[config.mk]
export PLATFORM = sky130hd
export DESIGN_NAME = input_sequencer_flat
export DESIGN_NICKNAME = d
export VERILOG_FILES = /design/src/rtl/input_sequencer_pkg.sv /design/src/rtl/input_sequencer_if.sv /design/src/rtl/input_sequencer_key_debouncer.sv /design/src/rtl/input_sequencer.sv /design/src/flat_wrapper.sv
export SDC_FILE = /design/constraint.sdc
export NUM_CORES = 1
export LEC_CHECK = 0
export CAP_MARGIN = 20
export CELL_PAD_IN_SITES_DETAIL_PLACEMENT = 1
export CELL_PAD_IN_SITES_GLOBAL_PLACEMENT = 1
export CORE_MARGIN = 4
export CORE_UTILIZATION = 47
export DETAILED_ROUTE_END_ITERATION = 7
export GPL_ROUTABILITY_DRIVEN = 0
export PLACE_DENSITY_LB_ADDON = 0.1
export SYNTH_ARGS = -nofsm -noshare
export SYNTH_HDL_FRONTEND = slang
export SYNTH_HIERARCHICAL = 1
export SYNTH_SLANG_ARGS = --single-unit
export TNS_END_PERCENT = 1
[constraint.sdc]
create_clock -name CLK -period 2.05 [get_ports CLK]
set_input_delay 0.5125 -clock CLK [delete_from_list [all_inputs] [get_ports CLK]]
set_output_delay 0.5125 -clock CLK [all_outputs]
set_load 0.05 [all_outputs]
[src/rtl/input_sequencer_pkg.sv]
// rtl/input_sequencer_pkg.sv - shared types and constants for the input sequencer
//
// Purpose: timestep type, timestep constants, default debounce length and the
//          TIME advance rule used by the sequencer.
// Ports:   none (package).
package proc_pkg;

  typedef logic [1:0] timestep_t;

  localparam timestep_t T0 = 2'd0;
  localparam timestep_t T1 = 2'd1;
  localparam timestep_t T2 = 2'd2;
  localparam timestep_t T3 = 2'd3;

  // 5 ms at 50 MHz
  localparam int DEBOUNCE_DEFAULT = 250000;

  // A completing step always returns to T0, which is why it wins over the
  // plain T3 -> T0 wrap; otherwise advance modulo 4.
  function automatic timestep_t next_timestep(input timestep_t t, input logic done_req);
    timestep_t n;
    if (done_req) begin
      n = T0;
    end else if (t == T3) begin
      n = T0;
    end else begin
      n = t + 2'd1;
    end
    return n;
  endfunction

endpackage

[src/rtl/input_sequencer_if.sv]
// rtl/input_sequencer_if.sv - signal bundle between the sequencer, controller and display
//
// Purpose: groups the raw inputs, the controller request and the sequencer outputs.
// Signals: KEY_STEPb (raw step key, active-low), SW_PEEK (raw peek switch),
//          DONE_REQ (controller completes instruction), STEP (one-cycle pulse),
//          TIME (timestep 0..3), DONE (instruction complete), PEEKb (clean peek level).
// Modports: master drives the raw inputs and DONE_REQ; slave is the sequencer.
interface input_sequencer_if;
  import proc_pkg::*;

  logic      KEY_STEPb;
  logic      SW_PEEK;
  logic      DONE_REQ;
  logic      STEP;
  timestep_t TIME;
  logic      DONE;
  logic      PEEKb;

  modport master (
    output KEY_STEPb,
    output SW_PEEK,
    output DONE_REQ,
    input  STEP,
    input  TIME,
    input  DONE,
    input  PEEKb
  );

  modport slave (
    input  KEY_STEPb,
    input  SW_PEEK,
    input  DONE_REQ,
    output STEP,
    output TIME,
    output DONE,
    output PEEKb
  );

endinterface

[src/rtl/input_sequencer_key_debouncer.sv]
// rtl/input_sequencer_key_debouncer.sv - two-flop synchroniser plus stable-count debouncer
//
// Purpose: brings an asynchronous key/switch into the CLK domain and only
//          accepts a level change after DEBOUNCE_CYCLES consecutive differing cycles.
// Ports:   CLK   - system clock
//          RSTb  - asynchronous active-low reset
//          RAW   - raw asynchronous input (idle level 1)
//          LEVEL - debounced level, resets to 1
module key_debouncer #(
  parameter int DEBOUNCE_CYCLES = 250000,
  parameter int CNT_W           = 18
) (
  input  logic CLK,
  input  logic RSTb,
  input  logic RAW,
  output logic LEVEL
);

  localparam logic [CNT_W-1:0] LP_LAST = CNT_W'(DEBOUNCE_CYCLES - 1);
  localparam logic [CNT_W-1:0] LP_ONE  = {{(CNT_W-1){1'b0}}, 1'b1};

  logic             r_sync1;
  logic             r_sync2;
  logic             r_level;
  logic [CNT_W-1:0] r_cnt;

  // RAW only ever feeds r_sync1; everything downstream uses r_sync2.
  always_ff @(posedge CLK or negedge RSTb) begin
    if (!RSTb) begin
      r_sync1 <= 1'b1;
      r_sync2 <= 1'b1;
    end else begin
      r_sync1 <= RAW;
      r_sync2 <= r_sync1;
    end
  end

  // Any return to the stable level clears the count, so a bounce restarts
  // the whole interval rather than pausing it.
  always_ff @(posedge CLK or negedge RSTb) begin
    if (!RSTb) begin
      r_level <= 1'b1;
      r_cnt   <= '0;
    end else if (r_sync2 == r_level) begin
      r_cnt   <= '0;
    end else if (r_cnt == LP_LAST) begin
      r_level <= r_sync2;
      r_cnt   <= '0;
    end else begin
      r_cnt   <= r_cnt + LP_ONE;
    end
  end

  assign LEVEL = r_level;

endmodule

[src/rtl/input_sequencer.sv]
// rtl/input_sequencer.sv - step/peek conditioning, STEP pulse and TIME/DONE registers
//
// Purpose: debounces the step key and peek switch, emits one STEP pulse per
//          accepted press and keeps the timestep counter and DONE flag.
// Ports:   CLK  - system clock
//          RSTb - asynchronous active-low reset
//          bus  - input_sequencer_if.slave (KEY_STEPb, SW_PEEK, DONE_REQ in;
//                 STEP, TIME, DONE, PEEKb out)
module input_sequencer
  import proc_pkg::*;
#(
  parameter int DEBOUNCE_CYCLES = DEBOUNCE_DEFAULT,
  parameter int CNT_W           = 18
) (
  input  logic                CLK,
  input  logic                RSTb,
  input_sequencer_if.slave    bus
);

  logic      w_key_level;
  logic      w_peek_level;
  logic      r_key_level_d;
  logic      r_step;
  timestep_t r_time;
  logic      r_done;

  key_debouncer #(
    .DEBOUNCE_CYCLES (DEBOUNCE_CYCLES),
    .CNT_W           (CNT_W)
  ) u_step_db (
    .CLK   (CLK),
    .RSTb  (RSTb),
    .RAW   (bus.KEY_STEPb),
    .LEVEL (w_key_level)
  );

  key_debouncer #(
    .DEBOUNCE_CYCLES (DEBOUNCE_CYCLES),
    .CNT_W           (CNT_W)
  ) u_peek_db (
    .CLK   (CLK),
    .RSTb  (RSTb),
    .RAW   (bus.SW_PEEK),
    .LEVEL (w_peek_level)
  );

  // Press edge: debounced level falling 1 -> 0. The delayed copy resets to 1
  // to match the debouncer, so no pulse can appear at reset release.
  always_ff @(posedge CLK or negedge RSTb) begin
    if (!RSTb) begin
      r_key_level_d <= 1'b1;
      r_step        <= 1'b0;
    end else begin
      r_key_level_d <= w_key_level;
      r_step        <= r_key_level_d & ~w_key_level;
    end
  end

  // TIME and DONE move together, only on STEP cycles; DONE_REQ is ignored otherwise.
  always_ff @(posedge CLK or negedge RSTb) begin
    if (!RSTb) begin
      r_time <= T0;
      r_done <= 1'b0;
    end else if (r_step) begin
      r_time <= next_timestep(r_time, bus.DONE_REQ);
      r_done <= bus.DONE_REQ;
    end
  end

  assign bus.STEP  = r_step;
  assign bus.TIME  = r_time;
  assign bus.DONE  = r_done;
  assign bus.PEEKb = w_peek_level;

endmodule

[src/flat_wrapper.sv]
// flat-port wrapper written by rule: the top's interface ports become plain ports
module input_sequencer_flat import proc_pkg::*;
#(
  parameter int DEBOUNCE_CYCLES = DEBOUNCE_DEFAULT,
  parameter int CNT_W           = 18
)
  (CLK, RSTb, bus_KEY_STEPb, bus_SW_PEEK, bus_DONE_REQ, bus_STEP, bus_TIME, bus_DONE, bus_PEEKb);
  input_sequencer_if bus_i ();
  input  logic CLK;
  input  logic RSTb;
  input wire logic [$bits(bus_i.KEY_STEPb)-1:0] bus_KEY_STEPb;
  input wire logic [$bits(bus_i.SW_PEEK)-1:0] bus_SW_PEEK;
  input wire logic [$bits(bus_i.DONE_REQ)-1:0] bus_DONE_REQ;
  output wire logic [$bits(bus_i.STEP)-1:0] bus_STEP;
  output wire logic [$bits(bus_i.TIME)-1:0] bus_TIME;
  output wire logic [$bits(bus_i.DONE)-1:0] bus_DONE;
  output wire logic [$bits(bus_i.PEEKb)-1:0] bus_PEEKb;
  assign bus_i.KEY_STEPb = bus_KEY_STEPb;
  assign bus_i.SW_PEEK = bus_SW_PEEK;
  assign bus_i.DONE_REQ = bus_DONE_REQ;
  assign bus_STEP = bus_i.STEP;
  assign bus_TIME = bus_i.TIME;
  assign bus_DONE = bus_i.DONE;
  assign bus_PEEKb = bus_i.PEEKb;
  input_sequencer #(.DEBOUNCE_CYCLES(DEBOUNCE_CYCLES), .CNT_W(CNT_W)) u_core (.CLK(CLK), .RSTb(RSTb), .bus(bus_i));
endmodule
==> results.md <==
- RSZ-0062 raised after global routing: no
- Worst slew margin: 65.57%
- PortBufs: 9
- RR Endpoint: u_core/u_step_db/r_cnt[6]
- Post-synth cell types: 30
- Net count after synthesis: 220
- Crit path required time: 1.54 ns
- Clock share of power: 36.4%
- Sw Ratio: 22.91%
- Fmax: 0.5064 GHz
- Slowest cell on the critical path: clkdlybuf4s50_1
- CTS Root Buffer Type: clkbuf_8
- First-pass GRT wire length: 8604 microns
- NetSw: 0.0003711 W
- Vias in the first global route: 1767
- Mapped Area: 0.002258 sq mm
- Period minus WS final: 1.975 ns
- TritonCTS clock tree: done
- CP bufs+invs: 1
- Syn avg cell area: 10.65 sq um
- DRC: 0
- TritonCTS Buffers: 5
- Worst Setup Path Type: flop to primary output
- Area growth syn-to-layout: 14.24%
- Boundary pin count: 10
- Final #Nets: 243
- Ordered list of cells on the worst path: clkdlybuf4s50_1
- Yosys reg bits: 47
- HPWL Detailed: 3340 microns
- Seq/Total Area, Yosys: 52.47%
- Lkg Pwr: 1.067 nW
- Sequential power share: 59.1%
- Initial core utilization: 50.14%
- Most frequent cells in the layout: dfrtp_1, nor2_1, xnor2_1
- Status: finished, final reports clean
- Crit-path max cell delay: 0.81 ns
- Critical path data arrival time: 1.46 ns
- Fin Setup TNS: 0 ns
- Max Cap Violations: 0
- Rows: 24
- Tot Pwr: 0.001620 W
- Layout Utilization: 57.28%
- Worst-margin pin slew: 0.5156 ns
- PwrDens: 627.8 mW/mm^2
- Area of the die: 0.005978 sq mm
- Grt ovf: 0
- Gate power share: 4.5%
- Pins Over Slew Limit: 0
- Largest delay contributor family on the critical path: buffers and inverters
- Mapped Cells: 212
- DR pass1 iterations: 4
- Layout cell share with drive strength beyond 1: 19.07%
- Die X: 77.32 microns
- Critical path launch point type: flop
- Post-DRT Antenna Nets: 0
- Most common cell after layout, fill and taps aside: dfrtp_1
- Reg2reg setup slack: 0.16 ns
- Final hold vios: 0
- Critical R2R Launch: u_core/u_step_db/r_cnt[0]
- Path type of the worst min-delay path: primary input to async pin
- Core footprint: 0.004504 sq mm
- Total wire length: 4748 microns
- Internal power: 0.001249 W
- VDD IR max: 0.4112 mV
- R2R cell count: 5
- Max Clock Skew: 0.005543 ns
- Final hold slack: 0.1830 ns
- Endpoints failing setup: 0
- Die H: 77.32 microns
- Antenna fix cells: 0
- Clk slew on worst S/H paths: 0.09 ns
- Vias per cell: 5.594
- Yosys warnings: 6
- CTS max path bufs: 2
- H-tree levels: 2
- Total clock sinks: 47
- Setup crit end kind: primary output
- DR WL/cell: 16.49 microns
- Largest net degree at the start of global routing: 48
- Number of antenna violations at the first check in global routing: 0
- Final period util: 96.32%
- Worst-skew pair later-pin latency: 0.30 ns
- Global Route Usage Sum: 18.02%
- DR vias: 1611
- Max Fanout on Critical Path: 2
- Initial DRC count: 65
## what timing repair did
item | CTS | global route
setup buffers | 0 | 0
resized for setup | 0 | 1
hold buffers | 0 | 0
endpoints found under the setup margin | 0 | 1
## worst max path at each step
| stage | from | endpoint | slack, ns | depth (start not counted) |
|---|---|---|---|---|
| CTS | u_core/bus.TIME[1] | bus_TIME[1] | 0.02 | 1 |
| global placement | u_core/u_step_db/r_cnt[0] | u_core/u_step_db/r_cnt[3] | 0.24 | 5 |
| global route | u_core/bus.DONE | bus_DONE | 0.02 | 1 |
| finish | u_core/bus.DONE | bus_DONE | 0.08 | 1 |
| floorplan | u_core/u_peek_db/r_cnt[0] | u_core/u_peek_db/r_cnt[16] | 0.24 | 5 |
| detailed placement | u_core/u_step_db/r_cnt[0] | u_core/u_step_db/r_cnt[12] | 0.13 | 5 |
## cell families (layout without fill, tap and decap cells)
kind of cell,count (synthesis),count (layout),synth area share [%]
AOI/OAI and AO/OA,12,12,4.986
and+or+nand+nor,107,107,25.43
muxes,3,3,1.496
DFF,47,47,52.47
buffers and inverters,10,34,2.327
xor gates and xnor gates,30,30,11.63
adders and majority gates,3,3,1.662
## through the flow
step	area (sq um)	cells	worst slack, ns
floorplan	2258	212	0.2382
global placement	2479	280	0.2387
detailed placement	2479	280	0.1344
CTS	2577	288	0.02364
global route	2580	288	0.01511
finish	2580	288	0.07538
## cell usage after synthesis
| cell | number | area, sq um |
|---|---|---|
| o41ai_4 | 2 | 55.05 |
| o21ai_0 | 6 | 30.03 |
| mux2_2 | 3 | 33.78 |
| or3_1 | 2 | 12.51 |
| nor3_1 | 4 | 20.02 |
| clkbuf_1 | 2 | 7.510 |
| a21oi_1 | 2 | 10.01 |
| dfrtp_1 | 40 | 1001 |
| nand2_1 | 12 | 45.04 |
| a21oi_2 | 2 | 17.52 |
| xnor2_1 | 20 | 175.2 |
| buf_6 | 2 | 22.52 |
| nand2b_1 | 2 | 12.51 |
| dfstp_2 | 7 | 183.9 |
| and3_2 | 2 | 15.01 |
| nand4_2 | 2 | 25.02 |
| nor2b_1 | 1 | 6.260 |
| and4_1 | 2 | 17.52 |
| nor2_1 | 36 | 135.1 |
| or4b_1 | 1 | 10.01 |
| or4_4 | 2 | 22.52 |
| nand3_2 | 2 | 20.02 |
| ha_1 | 3 | 37.54 |
| xor2_1 | 10 | 87.58 |
| nand3_1 | 12 | 60.06 |
| nand4_1 | 10 | 62.56 |
| inv_1 | 6 | 22.52 |
| nand3b_1 | 1 | 7.510 |
| or4_1 | 2 | 15.01 |
| nor4_1 | 14 | 87.58 |
## layout make-up
type / instances / area, sq um
clock buffer: 6 / 82.58
clock inverter: 2 / 16.27
fill: 499 / 1924
inverter: 6 / 22.52
multi-input combinational: 155 / 1021
sequential: 47 / 1185
tap: 52 / 65.06
timing repair buffer: 20 / 187.7
## metal layers
| layer | up-vias | track usage, % | share of wire [%] |
|---|---|---|---|
| met1 | 803 | 24.40 | 47 |
| met4 | 0 | 6.050 | 1.7 |
| met3 | 6 | 3.513 | 2.1 |
| li1 | 787 | - | - |
| met5 | - | 0 | 0 |
| met2 | 15 | 29.02 | 49 |
## sequential cells by signal, indices dropped and copies added, names as in the netlist
signal and cells:
u_core/bus.DONE 1, u_core/bus.STEP 1, u_core/bus.TIME 2, u_core/r_key_level_d 1, u_core/u_peek_db/LEVEL 1, u_core/u_peek_db/r_cnt 18, u_core/u_peek_db/r_sync1 1, u_core/u_peek_db/r_sync2 1
u_core/u_step_db/LEVEL 1, u_core/u_step_db/r_cnt 18, u_core/u_step_db/r_sync1 1, u_core/u_step_db/r_sync2 1
## power by group through the flow
stage | sequential [W] | clock (W) | combinational [W]
global placement | 0.000973 | 0 | 0.0000712
detailed placement | 0.000976 | 0 | 0.0000753
global route | 0.000960 | 0.000673 | 0.0000830
finish | 0.000958 | 0.000589 | 0.0000731
CTS | 0.000958 | 0.000613 | 0.0000761
floorplan | 0.000972 | 0 | 0.0000331
(Power assumes the default switching activity.)
